### config.mk
export PLATFORM = sky130hd
export DESIGN_NAME = data_interleaver
export DESIGN_NICKNAME = d
export VERILOG_FILES = /design/src/rtl/data_interleaver_pkg.sv /design/src/rtl/data_interleaver_addr.sv /design/src/rtl/data_interleaver.sv
export SDC_FILE = /design/constraint.sdc
export NUM_CORES = 1
export LEC_CHECK = 0
export ABC_AREA = 1
export BUFFER_PORTS_ARGS = -buffer_cell sky130_fd_sc_hd__buf_2
export CORE_ASPECT_RATIO = 0.75
export CORE_MARGIN = 2
export CORE_UTILIZATION = 52
export DETAILED_ROUTE_END_ITERATION = 12
export PLACE_DENSITY = 0.71
export SYNTH_ARGS = -nofsm -noshare
export SYNTH_HDL_FRONTEND = slang
export SYNTH_SLANG_ARGS = --single-unit
### constraint.sdc
create_clock -name Clk -period 5.35 [get_ports Clk]
set_clock_uncertainty 0.15 [all_clocks]
set_input_delay 0.2675 -clock Clk [delete_from_list [all_inputs] [get_ports Clk]]
set_output_delay 0.2675 -clock Clk [all_outputs]
set_load 0.02 [all_outputs]
### src/rtl/data_interleaver_pkg.sv
// Shared 802.11a interleaver constants: rate codes, block sizes and frame modes.
// Used by both the transmit interleaver and the receive deinterleaver.
package data_interleaver_pkg;

    localparam logic [3:0] RATE_BPSK  = 4'b1101;
    localparam logic [3:0] RATE_QPSK  = 4'b0101;
    localparam logic [3:0] RATE_16QAM = 4'b1001;

    localparam int NCBPS_BPSK  = 48;
    localparam int NCBPS_QPSK  = 96;
    localparam int NCBPS_16QAM = 192;

    localparam logic [3:0] NB_BPSK  = 4'(NCBPS_BPSK / 16);
    localparam logic [3:0] NB_QPSK  = 4'(NCBPS_QPSK / 16);
    localparam logic [3:0] NB_16QAM = 4'(NCBPS_16QAM / 16);

    localparam logic MODE_SIGNAL = 1'b0;
    localparam logic MODE_DATA   = 1'b1;

    // Columns per block (N_CBPS/16) for a DATA symbol; unknown codes fall back to BPSK.
    function automatic logic [3:0] nb_of_rate(input logic [3:0] rate);
        case (rate)
            RATE_QPSK:  nb_of_rate = NB_QPSK;
            RATE_16QAM: nb_of_rate = NB_16QAM;
            RATE_BPSK:  nb_of_rate = NB_BPSK;
            default:    nb_of_rate = NB_BPSK;
        endcase
    endfunction

endpackage

### src/rtl/data_interleaver_addr.sv
// Interleaver buffer address from read counters (r, c); combinational.
// 16-QAM swaps the LSB pair of adjacent rows (s=2), otherwise a plain 16-column transpose.
module interleave_addr (
    input  logic [3:0] i_r,
    input  logic [3:0] i_c,
    input  logic       i_qam,
    output logic [7:0] o_addr
);

    assign o_addr = i_qam ? {i_r[3:1], i_r[0] ^ i_c[0], i_c} : {i_r, i_c};

endmodule

### src/rtl/data_interleaver.sv
// 802.11a transmit block interleaver, ping-pong 2x192-bit buffers, natural-order write, permuted serial read.
// First output bit one cycle after a block's last input bit; no backpressure, input never exceeds 1 bit/cycle.
module data_interleaver
    import data_interleaver_pkg::*;
(
    input  logic       Clk,
    input  logic       reset,
    input  logic [3:0] rate,
    input  logic       in,
    input  logic       in_valid,
    input  logic       in_start,
    output logic       out,
    output logic       out_valid,
    output logic       out_first
);

    localparam logic [1:0] WR_IDLE   = 2'b00;
    localparam logic [1:0] WR_SIGNAL = {1'b1, MODE_SIGNAL};
    localparam logic [1:0] WR_DATA   = {1'b1, MODE_DATA};
    localparam logic       RD_IDLE   = 1'b0;
    localparam logic       RD_SEND   = 1'b1;

    logic [191:0] r_buf [2];

    logic [1:0]   r_wr_state;
    logic [7:0]   r_k;
    logic         r_wr_sel;
    logic [3:0]   r_wr_nb;

    logic         r_pend;
    logic         r_pend_sel;
    logic [3:0]   r_pend_nb;

    logic         r_rd_state;
    logic         r_rd_sel;
    logic [3:0]   r_rd_nb;
    logic [3:0]   r_rd_r;
    logic [3:0]   r_rd_c;

    logic [3:0]   w_nb;
    logic [7:0]   w_last_k;
    logic         w_wr_en;
    logic [7:0]   w_wr_addr;
    logic         w_hand;
    logic         w_rd_last;
    logic         w_rd_load;
    logic         w_rd_qam;
    logic [7:0]   w_rd_addr;
    logic         w_rd_bit;

    // The DATA block size comes straight from rate on its first bit, from the latch afterwards.
    assign w_nb      = (r_wr_state == WR_DATA && r_k == 8'd0) ? nb_of_rate(rate) : r_wr_nb;
    assign w_last_k  = {w_nb, 4'b0000} - 8'd1;
    assign w_wr_en   = in_valid && (in_start || r_wr_state != WR_IDLE);
    assign w_wr_addr = in_start ? 8'd0 : r_k;
    assign w_hand    = in_valid && !in_start && (r_wr_state != WR_IDLE) && (r_k == w_last_k);

    always_ff @(posedge Clk) begin
        if (w_wr_en) begin
            r_buf[r_wr_sel][w_wr_addr] <= in;
        end
    end

    always_ff @(posedge Clk or negedge reset) begin
        if (!reset) begin
            r_wr_state <= WR_IDLE;
            r_k        <= 8'd0;
            r_wr_sel   <= 1'b0;
            r_wr_nb    <= NB_BPSK;
        end else if (in_valid) begin
            if (in_start) begin
                r_wr_state <= WR_SIGNAL;
                r_k        <= 8'd1;
                r_wr_nb    <= NB_BPSK;
            end else if (r_wr_state != WR_IDLE) begin
                if (r_wr_state == WR_DATA && r_k == 8'd0) begin
                    r_wr_nb <= w_nb;
                end
                if (w_hand) begin
                    r_k        <= 8'd0;
                    r_wr_sel   <= ~r_wr_sel;
                    r_wr_state <= WR_DATA;
                end else begin
                    r_k <= r_k + 8'd1;
                end
            end
        end
    end

    always_ff @(posedge Clk or negedge reset) begin
        if (!reset) begin
            r_pend     <= 1'b0;
            r_pend_sel <= 1'b0;
            r_pend_nb  <= 4'd0;
        end else if (w_hand) begin
            r_pend     <= 1'b1;
            r_pend_sel <= r_wr_sel;
            r_pend_nb  <= w_nb;
        end else if (w_rd_load) begin
            r_pend <= 1'b0;
        end
    end

    assign w_rd_last = (r_rd_state == RD_SEND) && (r_rd_r == r_rd_nb - 4'd1) && (r_rd_c == 4'd15);
    assign w_rd_load = r_pend && (r_rd_state == RD_IDLE || w_rd_last);

    // A pending block is picked up on the cycle after the last bit, keeping the output gap-free.
    always_ff @(posedge Clk or negedge reset) begin
        if (!reset) begin
            r_rd_state <= RD_IDLE;
            r_rd_sel   <= 1'b0;
            r_rd_nb    <= 4'd0;
            r_rd_r     <= 4'd0;
            r_rd_c     <= 4'd0;
        end else if (w_rd_load) begin
            r_rd_state <= RD_SEND;
            r_rd_sel   <= r_pend_sel;
            r_rd_nb    <= r_pend_nb;
            r_rd_r     <= 4'd0;
            r_rd_c     <= 4'd0;
        end else if (r_rd_state == RD_SEND) begin
            if (w_rd_last) begin
                r_rd_state <= RD_IDLE;
                r_rd_r     <= 4'd0;
                r_rd_c     <= 4'd0;
            end else if (r_rd_r == r_rd_nb - 4'd1) begin
                r_rd_r <= 4'd0;
                r_rd_c <= r_rd_c + 4'd1;
            end else begin
                r_rd_r <= r_rd_r + 4'd1;
            end
        end
    end

    assign w_rd_qam = (r_rd_nb == NB_16QAM);

    interleave_addr u_addr (
        .i_r    (r_rd_r),
        .i_c    (r_rd_c),
        .i_qam  (w_rd_qam),
        .o_addr (w_rd_addr)
    );

    assign w_rd_bit  = r_buf[r_rd_sel][w_rd_addr];
    assign out_valid = (r_rd_state == RD_SEND);
    assign out       = out_valid & w_rd_bit;
    assign out_first = out_valid && (r_rd_r == 4'd0) && (r_rd_c == 4'd0);

endmodule

[Word-level counts from Yosys, hierarchy flattened]
Memory sizes are Yosys's and may differ from the RTL's.
Cells that the tools add are included.
Storage, ports and cells
  input bits: 9
  memories: 1
  output and inout bits: 3
  bits in writable memories: 384
  register bits after elaboration: 35
  ROM bits: 0
  logic and storage cells: 94
  latch bits: 0
Operators by class
  div/mod/pow operators: 0
  reduce and logical (&&, ||, !) cells: 29
  add/subtract/negate cells: 5
  magnitude comparators: 3
  $mul: 0
  shift-type cells: 0
  equal/unequal tests: 7
  bitwise logic cells: 5
  muxes and demuxes: 32
Memory list
  r_buf: depth 2, width 192, read ports 1, clocked after memory_dff 0, wr ports 1, RTL line data_interleaver.sv:23  | logic [191:0] r_buf [2];
Operators with widths (number)
  two-way mux 192 bit: 1
  two-way mux 4 bit: 12
  two-way mux 8 bit: 4
  < comparator 8 x 9 -> 1 bit (second input constant): 2
  == test 4 bit (second input constant): 3
  nonzero test 2 bit: 6
  logical AND 1 bit: 11
  adder 4 x 1 -> 4 bit (second input constant): 2
  adder 8 x 1 -> 8 bit (second input constant): 1
  binary-select mux 1 bit (select 8 bit): 1
  demux 1 bit (select 8 bit): 1
  == test 8 bit: 1
  >= comparator 8 x 1 -> 1 bit (second input constant): 1
  zero test 4 bit: 2
  zero test 8 bit: 1
  two-way mux 1 bit: 8
  one-hot mux 4 bit (2 select lines): 1
  subtractor 8 x 1 -> 8 bit (second input constant): 1
  two-way mux 2 bit: 3
  AND reduction 3 bit: 2
  two-way mux 5 bit: 1
  == test 4 x 3 -> 1 bit (second input constant): 1
  == test 4 bit: 1
  AND reduction 2 bit: 2
  9 further kinds: 12

[Depth between registers and ports, before layout]
Gate-level depths: netlist of the first run.
  depth after elaboration: 9
  mapped depth: 19
  gate-level depth less buffers: 19

[Hierarchy]
From an unflattened synthesis of the first run, not the netlist that was laid out.
Unflattened totals
  cell total of the unflattened synthesis: 2031
  area total of the unflattened synthesis: 19855.3 µm²
Modules (own cells, without submodules)
  data_interleaver: cells an instance 2018, instances 1, area an instance 19779.0 µm², sequential area each 12409.4 µm²
  interleave_addr: cells an instance 13, instances 1, area an instance 76.3 µm², sequential area each 0.0 µm²

[Least setup slack after synthesis of the first run]
No wires, ideal clock.
  path kind: register -> register
  from: register r_k[1]
  to: register r_pend_nb[2]
  buffers on the path: 1
  stages on the path, launching flop included: 16
  data required time: 5.082 ns
  setup time: 0.118 ns
  period minus slack after synthesis: 2.555 ns
  arrival: 2.287 ns
  setup slack: 2.795 ns
  cells stage by stage: dfrtp_1 inv_1 ha_1 nand3_2 nor2_4 nand2_1 nand2_1 inv_1 ha_1 xor2_1 nand3_1 nor3_4 nand2_4 buf_6 nand2_1 o21ai_2
Between the ends
  cells in the longest elaborated chain, start to end: 6
Ends and longest elaborated chain
  start, declared: RTL line data_interleaver.sv:26  | logic [7:0] r_k;
  start signal, assigned: RTL line data_interleaver.sv:84  | r_k <= r_k + 8'd1;
  zero test 8 bit: RTL line data_interleaver.sv:52  | assign w_nb = (r_wr_state == WR_DATA && r_k == 8'd0) ? nb_of_rate(rate) : r_wr_nb;
  logical AND 1 bit: RTL line data_interleaver.sv:52
  two-way mux 4 bit: RTL line data_interleaver.sv:52
  subtractor 8 x 1 -> 8 bit: RTL line data_interleaver.sv:53  | assign w_last_k = {w_nb, 4'b0000} - 8'd1;
  == test 8 bit: RTL line data_interleaver.sv:56  | assign w_hand = in_valid && !in_start && (r_wr_state != WR_IDLE) && (r_k == w_last_k);
  logical AND 1 bit: RTL line data_interleaver.sv:56
  end signal, assigned: RTL line data_interleaver.sv:98  | r_pend_nb <= w_nb;
  end, declared: RTL line data_interleaver.sv:32  | logic [3:0] r_pend_nb;
Parallel ways exist; a longest one is shown, timed or not.
A chain may end at the register's enable or synchronous reset.

[Final worst setup path of the first run]
  from: register r_rd_c[0]
  to: output port out
Between the ends
  cells in the longest elaborated chain, start to end: 5
Ends and longest elaborated chain
  start, declared: RTL line data_interleaver.sv:38  | logic [3:0] r_rd_c;
  start signal, assigned: RTL line data_interleaver.sv:128  | r_rd_c <= r_rd_c + 4'd1;
  XOR 1 bit: RTL line data_interleaver_addr.sv:10  | assign o_addr = i_qam ? {i_r[3:1], i_r[0] ^ i_c[0], i_c} : {i_r, i_c};
  two-way mux 5 bit (*): RTL line data_interleaver_addr.sv:10
  binary-select mux 1 bit (select 8 bit) (*): RTL line data_interleaver.sv:144  | assign w_rd_bit = r_buf[r_rd_sel][w_rd_addr];
  two-way mux 1 bit (not written as such) (*): RTL line data_interleaver.sv:144
  bitwise AND 1 bit (*): RTL line data_interleaver.sv:146  | assign out = out_valid & w_rd_bit;
  end, declared: RTL line data_interleaver.sv:12  | output logic out,
Mark *: on every way between the ends. The rest lies on a longest branch, timed or not. The select of a mux whose other input is x is not followed.

==> impl_metrics.tcl, run 1 <==
set metrics [dict create \
    worstPathRequired_ps 4930 \
    path_class "reg -> out" \
    dr.first_iter.drc_count 2224 \
    critPathSlowestCell "inv_2" \
    setup_violations 0 \
    num_vias 15240 \
    postRouteAntennaNets 0 \
    io_pins 12 \
    max_cap_violations 0 \
    path_buf_inv 3 \
    ir_drop_v 0.0002856 \
    mappedNetlistNets 2122 \
    setup_slack_ps 1040 \
    clock-sinks 419 \
    synth.ff_latch_count 419 \
    die_area_sq_um 40150 \
    grt_max_degree 202 \
    maxSlewViolCount 0 \
    final_area_sq_um 21510 \
    cp_data_arrival_time_ps 3890 \
    tns_ps 0 \
    antenna_found_initial 0 \
    worstHoldPathType "in -> reg" \
    fin_crit_ps 4310 \
    wirelength_mm 51.61 \
    grt_pass1_wl_mm 82.19 \
    cts_max_path_buffers 3 \
    dpl.hpwl_mm 27.36 \
    place_ws_ps 1741 \
    fillCellCount 3325 \
    synth_cell_types 38 \
    wire_per_inst_um 20.30 \
    yosysWarnings 0 \
    drc 0 \
    root_buffer "clkbuf_16" \
    finalHoldViolCount 0 \
    drive_gt1_frac 0.06844 \
    final_common_cell "nand2_1" \
    seqCellArea_sq_um 12420 \
    cts_tree "built" \
    layout_common_cells "nand2_1, nor3_1, edfxtp_1" \
    grt_setup_unrepaired "false" \
    grt.total_usage 0.2592 \
    critical_path.top_delay_family "simple AND/OR/NAND/NOR gates" \
    fmax_mhz 232.0 \
    synth_top_family_by_area "simple AND/OR/NAND/NOR gates" \
    slew_headroom 0.1430 \
    syn2layout_area_growth_pct 7.321 \
    cp_cell_sequence "nand2_1 -> inv_2 -> nand3_1 -> nand2_1 -> nor2_1 -> nand2_1 -> nand2_1 -> nand2_1 -> nand3_1 -> nand3_1 -> nand2_1 -> nand2_1 -> nand3_1 -> nand2_1 -> inv_1 -> buf_2" \
    drt_pass1_iterations 5 \
    htreeDepth 2 \
    worstSkewPairLatency_ps 550 \
    end_kind "primary output" \
    synthAdderAreaFrac 0.004993 \
    synthSimpleGateAreaFrac 0.2936 \
    clk_pin_slew_ps 70 \
    die_w_um 230.7 \
    synth-compound-area-share 0.02409 \
    yosys.area_share.xor_xnor 0.006117 \
    post_dp_cell_area_sq_um 20200 \
    start_util 0.5252 \
    syn-cell-area_sq_um 20050 \
    max_slew.worst_pin.slew_ps 1282 \
    fp.dieH_um 174.0 \
    hold_ws_ps 71.04 \
    gp_congestion 0.8025 \
    core_area_sq_um 38170 \
    syn-instance-count 2105 \
    cts_setup_buffers 0 \
    fin_crit_sh 0.8055 \
    vias_per_cell 5.993 \
    crit_top_cell "nand2_1" \
    n_antenna_cell 0 \
    rows 62 \
    multi_input_area_sq_um 6599 \
    powerDensity_nw_per_um2 306.0 \
    status "finished, final reports clean" \
    cp-start-kind "flop" \
    cts_inserted_buffers 40 \
    nets 2017 \
    leakage_nw 7.387 \
    total_power_mw 6.582 \
    synthMuxAreaShare 0 \
    ys_seq_area_frac 0.6191 \
    portBuffers 11 \
    grt_pass1_vias 14350 \
    overflow 0 \
    critPathMaxFanout 46 \
    syn_avg_cell_area_sq_um 9.523 \
    max_stage_delay_ps 900 \
]
cell type report:
cell class                 count  area share
clock inverter                16    0.007561
inverter                      59     0.01076
timing repair buffer          43     0.01559
tap                          512     0.02978
multi-input combinational   1437      0.3067
sequential                   419      0.5772
clock buffer                  57     0.05234
layer usage:
metal / part of all wire / global-route usage
met4: 0.021 / 0.06344
met2: 0.44 / 0.3798
met5: 0 / 0
met1: 0.44 / 0.3940
met3: 0.10 / 0.05561
worst min-delay path, stage by stage:
cell	delay, ps
buf_2	220
nor2_2	110
nand2_1	50
o21ai_0	60
sequential cells by signal (all words and copies together) (netlist names):
name,count
r_pend_sel,1
r_wr_sel,1
r_wr_state,2
r_rd_c,4
r_wr_nb,4
r_pend,1
r_rd_r,4
r_pend_nb,4
r_k,8
r_buf,384
out_valid,1
r_rd_nb,4
r_rd_sel,1
power breakdown:
part / internal (mW) / switching, mW / leakage, nW
sequential: 3.58 / 0.00994 / 3.90
clock: 1.62 / 1.23 / 0.634
combinational: 0.0232 / 0.118 / 2.85
total: 5.22 / 1.36 / 7.39
worst paths after layout:
kind / start / to / slack, ps / cells after the start
min reg2reg: r_pend_nb[3]$_DFFE_PN0P_ / r_rd_nb[3]$_DFFE_PN0P_ / 320 / 2
min: in_start / r_k[1]$_DFFE_PN0P_ / 70 / 4
max reg2reg: r_wr_sel$_DFFE_PN0P_ / r_buf[0][52]$_DFFE_PP_ / 2140 / 3
max in group asynchronous: reset / r_rd_sel$_DFFE_PN0P_ / 4270 / 2
min in group asynchronous: reset / r_rd_r[3]$_DFFE_PN0P_ / 190 / 2
max: r_rd_c[0]$_DFFE_PN0P_ / out / 1040 / 16
Yosys cell counts (all sizes together):
library cell | n | area (sq um)
o22ai | 8 | 50.05
edfxtp | 384 | 11530
dfstp | 2 | 52.55
inv | 58 | 220.2
nor4 | 1 | 6.260
nand4 | 8 | 50.05
nand3 | 241 | 1221
clkinv | 1 | 3.750
dfrtp | 33 | 825.8
nand2 | 622 | 2355
o2111ai | 1 | 8.760
nand3b | 2 | 15.01
buf | 56 | 317.8
or2 | 2 | 12.51
o211ai | 2 | 15.01
clkbuf | 134 | 503.0
o21ai | 30 | 165.2
a21oi | 45 | 236.5
nor2 | 61 | 257.8
nor3 | 391 | 1968
ha | 8 | 100.1
a22oi | 1 | 7.510
xor2 | 14 | 122.6
stage by stage:
stage,utilization,std cells
after global placement,0.5294,2468
after global routing,0.5637,2543
after CTS,0.5637,2543
after floorplan,-,2105
final,0.5637,2543
after detailed placement,0.5294,2468
cell families (layout without fill, tap and decap cells):
group                    count (synthesis)  count (layout)
flip-flops                             419             419
XOR/XNOR                                14              14
AND/OR/NAND/NOR                       1328            1328
AO/OA/AOI/OAI                           87              87
buffers and inverters                  249             175
adder cells (fa/ha/maj)                  8               8
what timing repair did:
action                    4_1_cts  5_1_grt
gates resized for setup         0        0
hold endpoints to repair       37        0
hold buffers                    2        0
No activity file was read; power rests on OpenSTA's default activity.
==> run 2, diff against run 1 <==
clock period = 4.1 ns   (was 5.35 ns; I/O delays follow)
==> run 2 against run 1 <==
Net effect:
- wire length down 1.2%
- worst setup slack worse by 670 ps
- via count is 0.86% higher
- sequential power increased by 31%
- worst hold slack worse by 15 ps
- cell area up 0.20%
- power is 26% higher
- non-clock buffer count rose by 13
- combinational power up 33%
- utilization is 0.11 points higher
- clock power is 20% higher
- die area unchanged
- critical endpoint unchanged
- largest cell class unchanged
- largest power group unchanged
==> impl_metrics.tcl, run 2 (synthesis results as in run 1) <==
set metrics [dict create \
    rows 62 \
    root_buffer "clkbuf_16" \
    clock-sinks 419 \
    drt_pass1_iterations 6 \
    largest_register_ffs 384 \
    finalHoldViolCount 0 \
    grt.total_usage 0.2590 \
    critPathMaxFanout 39 \
    total_power_mw 8.294 \
    fin_crit_sh 0.9102 \
    worstSkewPairLatency_ps 550 \
    maxSlewViolCount 0 \
    grt_max_degree 196 \
    cts_inserted_buffers 40 \
    place_inst 2480 \
    gp_congestion 0.8547 \
    num_vias 15370 \
    worstHoldPathType "in -> reg" \
    wl_met2_mm 22.88 \
    slew_headroom 0.1043 \
    max_slew.worst_pin.slew_ps 1344 \
    drive_gt1_frac 0.06880 \
    antenna_found_initial 0 \
    wl_met1_mm 22.29 \
    cp_data_arrival_time_ps 3380 \
    start_util 0.5252 \
    leakage_nw 7.393 \
    clk_pin_slew_ps 60 \
    grt_pass1_vias 14180 \
    top_layer "met4" \
    path_class "reg -> out" \
    wl_met3_mm 4.952 \
    layout_common_cells "nand2_1, nor3_1, edfxtp_1" \
    fin_crit_ps 3732 \
    wirelength_mm 51.02 \
    fp.dieH_um 174.0 \
    postRouteAntennaNets 0 \
    grt_pass1_wl_mm 81.69 \
    nets 2030 \
    setup_violations 0 \
    cts_setup_buffers 0 \
    vias_per_cell 6.035 \
    dpl.hpwl_mm 27.95 \
    multi_input_area_sq_um 6599 \
    seqCellArea_sq_um 12420 \
    die_w_um 230.7 \
    end_kind "primary output" \
    htreeDepth 2 \
    max_cap_violations 0 \
    status "finished, final reports clean" \
    fmax_mhz 268.0 \
    reg.largest.list "r_buf x384, r_k x8" \
    cp-start-kind "flop" \
    ir_drop_v 0.0002716 \
    wire_per_inst_um 20.03 \
    drc 0 \
    io_pins 12 \
    worstPathRequired_ps 3740 \
    core_area_sq_um 38170 \
    cts_tree "built" \
    powerDensity_nw_per_um2 384.8 \
    dr.first_iter.drc_count 2398 \
    final_common_cell "nand2_1" \
    grt_setup_unrepaired "false" \
    n_antenna_cell 0 \
    syn2layout_area_growth_pct 7.534 \
    tns_ps 0 \
    largest_register "r_buf" \
    cts_max_path_buffers 3 \
    fillCellCount 3292 \
    portBuffers 11 \
    overflow 0 \
    die_area_sq_um 40150 \
    final_cells 2547 \
]
## run 2: worst paths after layout
path / from / to / slack, ps / cells past startpoint
max: r_rd_c[0]$_DFFE_PN0P_ / out / 370 / 14
min in group asynchronous: reset / r_rd_r[2]$_DFFE_PN0P_ / 150 / 2
max in group asynchronous: reset / r_wr_sel$_DFFE_PN0P_ / 3030 / 2
max reg2reg: r_k[1]$_DFFE_PN0P_ / r_k[7]$_DFFE_PN0P_ / 1000 / 16
min reg2reg: r_pend_nb[3]$_DFFE_PN0P_ / r_pend_nb[3]$_DFFE_PN0P_ / 330 / 2
min: in / r_buf[0][69]$_DFFE_PP_ / 60 / 1
## run 2: report_power, final
group	switching (mW)	leakage (nW)	internal, mW	total [mW]
Combinational	0.152	2.93	0.0349	0.187
Clock	1.54	0.561	1.88	3.42
Sequential	0.0123	3.90	4.67	4.69
## run 2: layer usage
layer / global-route usage / vias to the layer above
li1: - / 7105
met1: 0.4036 / 7428
met2: 0.3837 / 757
met3: 0.04265 / 80
met4: 0.05296 / 0
met5: 0 / -
## run 2: final cells by class
class                      count  share of cell area
clock buffer                  49             0.04899
clock inverter                15            0.004644
inverter                      59             0.01074
multi-input combinational   1437              0.3061
sequential                   419              0.5761
tap                          512             0.02972
timing repair buffer          56             0.02368
## run 2: per-stage QoR
stage               cell area [sq um]  worst slack, ps  hold slack [ps]    util
floorplan                       20050             1545           -240.6       -
global placement                20370            994.0            175.7  0.5337
detailed placement              20370             1018            184.0  0.5337
CTS                             21560            429.0            46.38  0.5648
global route                    21560            200.0            113.0  0.5648
finish                          21560            368.2            56.22  0.5648
## run 2: timing repair
item                       4_1_cts  5_1_grt
setup endpoints to repair        0        0
hold endpoints to repair        38        0
hold buffers                     3        0
gates resized for setup          0        0
## run 2: worst max-delay path, stage by stage, from the launching register on
cell	delay, ps
dfrtp_2	700
inv_2	390
buf_12	290
nand3_1	120
nand3_1	150
nand3_1	140
nand3_1	180
nand3_1	210
nand3_1	90
nand2_1	70
nand2_1	50
nand3_1	120
nand2_1	60
inv_1	50
buf_2	150
